--- src/rtl/mem_wb_pipe.sv ---
// MEM/WB pipeline register with valid/ready handshake and a two-entry skid buffer.
// Carries LANES GPR write results plus one HI/LO write per beat. Writes to r0
// are squashed at capture and, among lanes targeting the same register, only
// the highest lane keeps its write enable.
//
// state   | meaning
// --------+---------------------------------------------
// S_EMPTY | nothing held, outputs show stale data
// S_ONE   | main register holds the head beat
// S_TWO   | main holds the head beat, skid holds the next
module mem_wb_pipe #(
  parameter int DW    = 32,
  parameter int AW    = 5,
  parameter int LANES = 1
) (
  input  logic                clk,
  input  logic                rst,
  input  logic                flush,
  input  logic                in_valid,
  output logic                in_ready,
  input  logic [LANES*AW-1:0] mem_wd,
  input  logic [LANES-1:0]    mem_wreg,
  input  logic [LANES*DW-1:0] mem_wdata,
  input  logic                mem_whilo,
  input  logic [DW-1:0]       mem_hi,
  input  logic [DW-1:0]       mem_lo,
  output logic                out_valid,
  input  logic                out_ready,
  output logic [LANES*AW-1:0] wb_wd,
  output logic [LANES-1:0]    wb_wreg,
  output logic [LANES*DW-1:0] wb_wdata,
  output logic                wb_whilo,
  output logic [DW-1:0]       wb_hi,
  output logic [DW-1:0]       wb_lo
);

  localparam logic [1:0] S_EMPTY = 2'd0;
  localparam logic [1:0] S_ONE   = 2'd1;
  localparam logic [1:0] S_TWO   = 2'd2;

  logic [1:0] state_q, state_d;

  logic [LANES*AW-1:0] main_wd_q, skid_wd_q;
  logic [LANES-1:0]    main_wreg_q, skid_wreg_q;
  logic [LANES*DW-1:0] main_wdata_q, skid_wdata_q;
  logic                main_whilo_q, skid_whilo_q;
  logic [DW-1:0]       main_hi_q, skid_hi_q;
  logic [DW-1:0]       main_lo_q, skid_lo_q;

  logic [LANES-1:0] filt_wreg;
  logic             push, pop;
  logic             ld_main_in, ld_main_skid, ld_skid_in;

  // Handshake flags come only from the state flops.
  assign in_ready  = (state_q != S_TWO);
  assign out_valid = (state_q != S_EMPTY);
  assign push      = in_valid & in_ready;
  assign pop       = out_valid & out_ready;

  // Capture filter: drop r0 writes and let the highest lane win address conflicts.
  always_comb begin
    filt_wreg = mem_wreg;
    for (int i = 0; i < LANES; i++) begin
      if (mem_wd[i*AW +: AW] == '0) filt_wreg[i] = 1'b0;
      for (int j = i + 1; j < LANES; j++) begin
        if (mem_wreg[j] && (mem_wd[j*AW +: AW] != '0) &&
            (mem_wd[j*AW +: AW] == mem_wd[i*AW +: AW]))
          filt_wreg[i] = 1'b0;
      end
    end
  end

  // Next-state and load-select decode; flush overrides every transfer.
  always_comb begin
    state_d      = state_q;
    ld_main_in   = 1'b0;
    ld_main_skid = 1'b0;
    ld_skid_in   = 1'b0;
    if (flush) begin
      state_d = S_EMPTY;
    end else begin
      case (state_q)
        S_EMPTY: begin
          if (push) begin
            state_d    = S_ONE;
            ld_main_in = 1'b1;
          end
        end
        S_ONE: begin
          if (push && pop) begin
            ld_main_in = 1'b1;
          end else if (push) begin
            state_d    = S_TWO;
            ld_skid_in = 1'b1;
          end else if (pop) begin
            state_d = S_EMPTY;
          end
        end
        S_TWO: begin
          if (pop) begin
            state_d      = S_ONE;
            ld_main_skid = 1'b1;
          end
        end
        default: state_d = S_EMPTY;
      endcase
    end
  end

  // State register.
  always_ff @(posedge clk or posedge rst) begin
    if (rst) state_q <= S_EMPTY;
    else     state_q <= state_d;
  end

  // Main register: loaded from the input or promoted from the skid entry.
  always_ff @(posedge clk or posedge rst) begin
    if (rst) begin
      main_wd_q    <= '0;
      main_wreg_q  <= '0;
      main_wdata_q <= '0;
      main_whilo_q <= 1'b0;
      main_hi_q    <= '0;
      main_lo_q    <= '0;
    end else if (ld_main_in) begin
      main_wd_q    <= mem_wd;
      main_wreg_q  <= filt_wreg;
      main_wdata_q <= mem_wdata;
      main_whilo_q <= mem_whilo;
      main_hi_q    <= mem_hi;
      main_lo_q    <= mem_lo;
    end else if (ld_main_skid) begin
      main_wd_q    <= skid_wd_q;
      main_wreg_q  <= skid_wreg_q;
      main_wdata_q <= skid_wdata_q;
      main_whilo_q <= skid_whilo_q;
      main_hi_q    <= skid_hi_q;
      main_lo_q    <= skid_lo_q;
    end
  end

  // Skid register: holds the beat accepted while the main entry is stalled.
  always_ff @(posedge clk or posedge rst) begin
    if (rst) begin
      skid_wd_q    <= '0;
      skid_wreg_q  <= '0;
      skid_wdata_q <= '0;
      skid_whilo_q <= 1'b0;
      skid_hi_q    <= '0;
      skid_lo_q    <= '0;
    end else if (ld_skid_in) begin
      skid_wd_q    <= mem_wd;
      skid_wreg_q  <= filt_wreg;
      skid_wdata_q <= mem_wdata;
      skid_whilo_q <= mem_whilo;
      skid_hi_q    <= mem_hi;
      skid_lo_q    <= mem_lo;
    end
  end

  // Write enables are qualified by out_valid so a stale beat never writes back.
  assign wb_wd    = main_wd_q;
  assign wb_wreg  = main_wreg_q & {LANES{out_valid}};
  assign wb_wdata = main_wdata_q;
  assign wb_whilo = main_whilo_q & out_valid;
  assign wb_hi    = main_hi_q;
  assign wb_lo    = main_lo_q;

endmodule

--- config.mk ---
export PLATFORM = sky130hd
export DESIGN_NAME = mem_wb_pipe
export DESIGN_NICKNAME = d
export VERILOG_FILES = /design/src/rtl/mem_wb_pipe.sv
export SDC_FILE = /design/constraint.sdc
export NUM_CORES = 1
export LEC_CHECK = 0
export ABC_CLOCK_PERIOD_IN_PS = 12900
export CAP_MARGIN = 40
export CORE_MARGIN = 3
export CORE_UTILIZATION = 25
export DETAILED_ROUTE_END_ITERATION = 10
export GPL_TIMING_DRIVEN = 0
export PLACE_DENSITY = 0.51
export SYNTH_ARGS = -nofsm -noshare
export SYNTH_HDL_FRONTEND = slang
export SYNTH_SLANG_ARGS = --single-unit
export TNS_END_PERCENT = 5
--- constraint.sdc ---
create_clock -name clk -period 12.9 [get_ports clk]
set_input_delay 2.58 -clock clk [delete_from_list [all_inputs] [get_ports clk]]
set_output_delay 2.58 -clock clk [all_outputs]
set_load 0.02 [all_outputs]
# Word-level counts from Yosys, hierarchy flattened
# Cells that the tools add are included.
[word_totals]
ff_bits = 208
in_bits = 108
elab_cells = 60
[classes]
n_eq_ne = 7
n_mux = 30
bitwise = 4
n_reduce_logical = 6
[op_table]
columns = ["cell", "count"]
rows = [
  ["$mux W32", 6],
  ["$mux W1", 14],
  ["$mux W2", 6],
  ["$mux W5", 2],
  ["$ne A3 B3 Y1 const B", 3],
  ["$pmux W2 S3", 1],
  ["$logic_not A5 Y1", 1],
  ["$and A1 B1 Y1", 4],
  ["$ne A4 B4 Y1 const B", 1],
  ["$reduce_and A4 Y1", 1],
  ["$reduce_bool A2 Y1", 2],
  ["$eq A2 B1 Y1 const B", 1],
  ["$eq A2 B2 Y1 const B", 1],
  ["$logic_not A2 Y1", 1],
  ["$ne A2 B2 Y1 const B", 1],
  ["$pmux W1 S2", 1],
  ["$logic_and A1 B1 Y1", 1],
]

# Logic depth before layout (Yosys ltp)
# Gate-level depths: netlist (run 1).
[logic_depth]
depth_word = 7
depth_mapped = 5
ltp_nobuf = 3

# Least setup slack after synthesis (run 1)
# Ideal clock, no wire load.
[synth_path]
path_kind = "input port to flip-flop"
from = "in flush"
to = "reg skid_wd_q[0]"
setup_time_ps = 128
arrival_time_ps = 3558
t_required_ps = 12772
setup_slack_ps = 9215
path_stages = 5
path_buffers = 2
path_cell_list = "nor3b_1 -> nand2_1 -> buf_2 -> buf_2 -> mux2_1"
[synth_via]
elab_chain_cells = 1
[synth_lines]
columns = ["item", "line", "source"]
rows = [
  ["start: declaration", "18", "input logic flush,"],
  ["$mux W1", "79", "if (flush) begin"],
  ["end signal: assignment", "152", "skid_wd_q <= mem_wd;"],
  ["end: declaration", "43", "logic [LANES*AW-1:0] main_wd_q, skid_wd_q;"],
]
# Every way passes these cells.
# A chain may end at the register's enable or synchronous reset.

# Final worst setup path (run 1)
[layout_path]
from = "reg state_q[0]"
to = "out wb_whilo"
[layout_via]
elab_chain_cells = 2
[layout_lines]
columns = ["item", "line", "source"]
rows = [
  ["start: declaration", "41", "logic [1:0] state_q, state_d;"],
  ["start signal: assignment", "113", "else state_q <= state_d;"],
  ["$reduce_bool A2 Y1", "56", "assign out_valid = (state_q != S_EMPTY);"],
  ["$and A1 B1 Y1", "165", "assign wb_whilo = main_whilo_q & out_valid;"],
  ["end: declaration", "32", "output logic wb_whilo,"],
]
# Every way passes these cells.

==> flow_summary.toml, run 1 <==
[cts]
cts_sinks = 208
cts_made_buffers = 25
clk-insertion-delay-late_ns = 0.51
post_cts_buffers = 0
htree_num_levels = 1
root_buffer = "clkbuf_16"
cts_tree = "done"
clockBufferDepth = 3
hold_buffers = 0
cts_resized = 0
clkTransAtPathRegs_ns = 0.06

[synthesis]
postSynthCellCount = 585
ys_async_sr_fraction = 1.00
synth_xor_area_frac = 0
ys.flop_type = "dfrtp_1"
synth.cells.most_frequent = "dfrtp_1, a221o_1, and2_1"
synth.net_count = 693
synth_compound_area_frac = 0.126
synth.area.top_cells = "dfrtp_1, a221o_1, mux2_2"
ys_warn_count = 0
synth_top_family_by_area = "multiplexers"
synth_seq_cells = 208
yosysMostFrequentCell = "dfrtp_1"
ys_seq_area_frac = 0.619
synth_edf_count = 0
yosysTopAreaCellShare = 0.619
synthMuxAreaShare = 0.140
synth_adder_area_share = 0
synthSimpleGateAreaFrac = 0.0888
synth_area_leader_cell = "dfrtp_1"
synth.avg_cell_area_um2 = 14.4
synth_cell_types = 25
synthesis.area_um2 = 8410

[global_routing]
overflow = 0
grt_usage = 0.133
grt_pass1_vias = 6219
grt_max_degree = 89
antenna_found_initial = 2
grt_pass1_wl_um = 37900

[hold_path]
hp-class = "reg -> reg"

[placed_design]
gp_routability_congestion = 0.724
place_ws_ns = 8.05
hpwl_um = 16000
port_buffers = 212

[floorplanning]
num_rows = 66
fp.dieArea_um2 = 35900
start_util = 0.256
die_h_um = 189
fp.dieW_um = 189
core_um2 = 32900
ioPinCount = 213

[timing]
timing.setup.tns_ns = 0
post-route-min-period_ns = 4.64
worst_hold_slack_ns = 0.481
max_freq_ghz = 0.216
slew_viol_final = 0
max-slew-margin-rel = 0.587
skew_ns = 0.00545
worst_slack_ns = 8.26
rsz0062_at_grt = "false"
hold_viol_final = 0
setup_viol = 0
post-route-period-util = 0.359
worst_pin_slew_ns = 0.620

[route]
wire_per_inst_um = 18.7
ant_nets = 0
firstDrtPassIters = 4
drtIter0Drc = 256
via_count = 5854
drc = 0
vias_per_cell = 4.56
wl_um = 24000

[setup_path]
worstSetupStartpointType = "register"
crit_path_max_fanout = 8
arrival_ns = 2.06
crit_type = "reg -> out"
worstPathRequired_ns = 10.32
cp-end-kind = "output port"

[cells_and_area]
area_delta_synth_final_pct = 42.1
antenna_cells = 0
nFillCells = 3220
nNetsFinal = 934
drive_gt1_frac = 0.201

[run]
drv_cap = 0

[power_and_ir_drop]
leakagePower_nw = 5.13
power.density_nw_per_um2 = 166
peakVddDrop_uv = 88.5

[outcome]
status = "complete, no violations"
layout make-up:
cell class | instances | area (um^2) | share of cell area
clock inverters | 10 | 100 | 0.00837
multi-input cells | 331 | 2980 | 0.250
flip-flops and latches | 208 | 5200 | 0.435
plain buffers | 44 | 213 | 0.0178
repair buffers | 214 | 2180 | 0.182
well taps | 442 | 553 | 0.0463
clock buffers | 33 | 706 | 0.0590
inverters | 2 | 15.0 | 0.00126
flip-flops by register name (all words and copies together) (netlist names):
| register | count |
|---|---|
| wb_wdata | 32 |
| skid_hi_q | 32 |
| main_wreg_q | 1 |
| skid_wreg_q | 1 |
| skid_whilo_q | 1 |
| skid_lo_q | 32 |
| wb_lo | 32 |
| wb_hi | 32 |
| state_q | 2 |
| wb_wd | 5 |
| main_whilo_q | 1 |
| skid_wdata_q | 32 |
| skid_wd_q | 5 |
critical path, cell delays in order, from the launching register on:
cell and delay [ns]:
dfrtp_1 0.44, or2_2 0.37, and2_1 0.17, clkdlybuf4s50_1 0.58
cell usage in the layout, fill, tap and decap left out, types with 2 or more instances in the layout:
| cell | n |
|---|---|
| mux2i_1 | 3 |
| clkdlybuf4s50_1 | 212 |
| clkbuf_1 | 11 |
| bufinv_16 | 2 |
| a21oi_1 | 3 |
| mux2_2 | 85 |
| nand2b_1 | 3 |
| a221o_1 | 102 |
| clkbuf_8 | 5 |
| clkinv_2 | 8 |
| dfrtp_1 | 208 |
| and2_0 | 16 |
| and2_1 | 88 |
| buf_2 | 35 |
| nand2_1 | 3 |
| buf_16 | 2 |
| mux2_1 | 17 |
| clkbuf_16 | 25 |
worst paths after layout:
path / from / slack [ns] / depth (start not counted) / to
worst min-delay path: skid_wd_q[1]$_DFFE_PP0P_ / 0.48 / 1 / skid_wd_q[1]$_DFFE_PP0P_
worst max register to register: state_q[0]$_DFFE_PP0P_ / 10.81 / 5 / skid_wdata_q[20]$_DFFE_PP0P_
max in group asynchronous: rst / 9.63 / 3 / skid_wdata_q[7]$_DFFE_PP0P_
min in group asynchronous: rst / 2.48 / 2 / wb_lo[25]$_DFFE_PP0P_
worst min register to register: skid_wd_q[1]$_DFFE_PP0P_ / 0.48 / 1 / skid_wd_q[1]$_DFFE_PP0P_
worst max-delay path: state_q[0]$_DFFE_PP0P_ / 8.26 / 3 / wb_whilo
through the flow:
step                instance area, um^2  utilization  total power (W)  instances
floorplan                          8410            -          0.00110        585
global placement                  11100        0.337          0.00130       1239
detailed placement                11100        0.339          0.00131       1241
CTS                               12000        0.364          0.00203       1284
global route                      12000        0.364          0.00210       1284
finish                            12000        0.364          0.00199       1284
per-layer routing:
metal / up-vias / share of wire / GRT usage
li1: 2672 / - / -
met1: 2957 / 0.46 / 0.182
met2: 187 / 0.44 / 0.206
met3: 34 / 0.076 / 0.0420
met4: 4 / 0.023 / 0.0313
met5: - / 0.0011 / 0
power breakdown:
| part | switching [W] | total, W | internal [W] | leakage [nW] |
|---|---|---|---|---|
| clock | 0.000274 | 0.000695 | 0.000421 | 0.407 |
| combinational | 0.000182 | 0.000422 | 0.000239 | 2.16 |
| sequential | 0.0000703 | 0.000873 | 0.000803 | 2.56 |
cell families (layout without fill, tap and decap cells):
kind of cell / after synthesis / after routing
and+or+nand+nor: 118 / 118
muxes: 105 / 105
DFF: 208 / 208
AOI/OAI and AO/OA: 108 / 108
buffers and inverters: 46 / 303
Power figures use the tool's default switching activity.
==> run 2, diff against run 1 <==
ABC_CLOCK_PERIOD_IN_PS = 4100   (was 12900)
PLACE_DENSITY = 0.53   (was 0.51)
clock period = 4.1 ns   (was 12.9 ns; I/O delays follow)
==> run 2 against run 1 <==
Utilization grew 0.35 points. Combinational power grew to 3.2 times the previous value. Critical path depth is the same. Worst setup slack lost 7.1 ns. Sequential power grew to 3.2 times the previous value. Register-to-register slack lost 8.8 ns. Cell area grew 0.95%. Die area is the same. Clock power grew to 3.3 times the previous value. Sequential cell count is the same. Critical endpoint is now wb_wreg. Largest cell class unchanged. Highest routed layer unchanged.
==> flow_summary.toml, run 2 (same netlist as run 1, synthesis figures left out) <==
[global_routing]
overflow = 0
antenna_found_initial = 3
grt_pass1_wl_um = 37200
grt_max_degree = 34
grt_usage = 0.130
grt_pass1_vias = 6170

[setup_path]
crit_path_max_fanout = 8
worstPathRequired_ns = 3.28
crit_chain = "or2_2 -> and2_1 -> clkdlybuf4s50_1"
arrival_ns = 2.09
r2r_slack_ns = 2.01
cp_top_family = "buffers and inverters"
worstSetupStartpointType = "register"
cp-end-kind = "output port"
slowest_delay_ns = 0.58
crit_slowest_cell = "clkdlybuf4s50_1"
crit_type = "reg -> out"
critPathBufInv = 1

[cells_and_area]
layout_commonest_cell = "clkdlybuf4s50_1"
area_delta_synth_final_pct = 43.5
fin_util = 0.367
antenna_cells = 0
fin_area_um2 = 12100
nNetsFinal = 939
drive_gt1_frac = 0.203
final_cell_count_no_fill = 1291
layout_common_cells = "clkdlybuf4s50_1, dfrtp_1, a221o_1, and2_1, mux2_2"

[route]
vias_per_cell = 4.50
via_count = 5811
firstDrtPassIters = 4
drc = 0
top_layer = "met5"
drtIter0Drc = 262
met3_length_um = 1910
wl_met2_um = 10400
ant_nets = 0
wire_per_inst_um = 18.2
wl_um = 23500
wl_met1_um = 10700

[cts]
post_cts_buffers = 0
cts_sinks = 208
cts_tree = "done"
clk-insertion-delay-late_ns = 0.51
cts_resized = 0
clockBufferDepth = 3
hold_buffers = 0
cts_made_buffers = 25
htree_num_levels = 1
root_buffer = "clkbuf_16"
clkTransAtPathRegs_ns = 0.06

[timing]
setup_viol = 0
timing.setup.tns_ns = 0
worst_slack_ns = 1.19
worst_pin_slew_ns = 0.791
slew_viol_final = 0
rsz0062_at_grt = "false"
max_freq_ghz = 0.343
post-route-period-util = 0.711
post-route-min-period_ns = 2.91
max-slew-margin-rel = 0.471
hold_viol_final = 0
skew_ns = 0.00802

[placed_design]
gp_routability_congestion = 0.706
place_area_um2 = 11200
place_ws_ns = 0.974
place_inst = 1246
hpwl_um = 16300
port_buffers = 212

[power_and_ir_drop]
seq_power_share = 0.435
switching_share = 0.264
leakagePower_nw = 5.17
p_clk_frac = 0.356
p_comb_frac = 0.210
power.density_nw_per_um2 = 526
switchingPower_w = 0.00168
internal_power_w = 0.00466
peakVddDrop_uv = 267

[outcome]
status = "complete, no violations"

[floorplanning]
core_um2 = 32900
fp.dieArea_um2 = 35900
fp.dieW_um = 189
num_rows = 66
start_util = 0.256
ioPinCount = 213
die_h_um = 189

[run]
drv_cap = 0

[hold_path]
hp-class = "reg -> reg"
[run 2: cell count changes in the layout (fill, tap and decap cells not counted)]
cell / delta
buf_12: +5
clkbuf_8: -5
clkbuf_1: +4
bufinv_16: +2
clkinvlp_4: +1
[run 2: worst reg2reg max path, delay by kind of cell, from the launching register on]
kind,cells,cell delay [ns]
buf+inv,2,0.73
flops,1,0.44
mux,1,0.38
simple gates,2,0.43
[run 2: routing by layer]
| metal | global-route usage | vias up |
|---|---|---|
| li1 | - | 2680 |
| met1 | 0.177 | 2905 |
| met2 | 0.200 | 186 |
| met3 | 0.0450 | 34 |
| met4 | 0.0273 | 6 |
| met5 | 0 | - |
[run 2: path summary, 6_finish.rpt]
kind,start,depth (start not counted),end
worst max-delay path,state_q[0]$_DFFE_PP0P_,3,wb_wreg
worst min-delay path,skid_wdata_q[27]$_DFFE_PP0P_,1,skid_wdata_q[27]$_DFFE_PP0P_
worst max register to register,state_q[0]$_DFFE_PP0P_,5,skid_wdata_q[31]$_DFFE_PP0P_
worst min register to register,skid_wdata_q[27]$_DFFE_PP0P_,1,skid_wdata_q[27]$_DFFE_PP0P_
max in group asynchronous,rst,4,wb_hi[3]$_DFFE_PP0P_
min in group asynchronous,rst,2,wb_lo[3]$_DFFE_PP0P_
[run 2: power by group through the flow]
stage | logic [W] | clock network (W) | registers, W
after floorplan | 0.000513 | 0 | 0.00295
after global placement | 0.00131 | 0 | 0.00278
after global routing | 0.00143 | 0.00243 | 0.00282
after detailed placement | 0.00136 | 0 | 0.00278
after CTS | 0.00136 | 0.00234 | 0.00276
final | 0.00133 | 0.00226 | 0.00276
[run 2: final cells by class]
cell class                 count  area (um^2)
clock buffer                  32          652
sequential                   208         5200
tap                          442          553
buffer                        44          213
inverter                       2         11.3
clock inverter                13          171
timing repair buffer         219         2280
fill                        3227        20800
multi-input combinational    331         2980
[run 2: stage by stage]
step	hold slack, ns	power [W]
2_1_floorplan	0.456	0.00346
3_3_place_gp	0.465	0.00409
3_5_place_dp	0.473	0.00414
4_1_cts	0.486	0.00645
5_1_grt	0.492	0.00668
6_report	0.481	0.00634
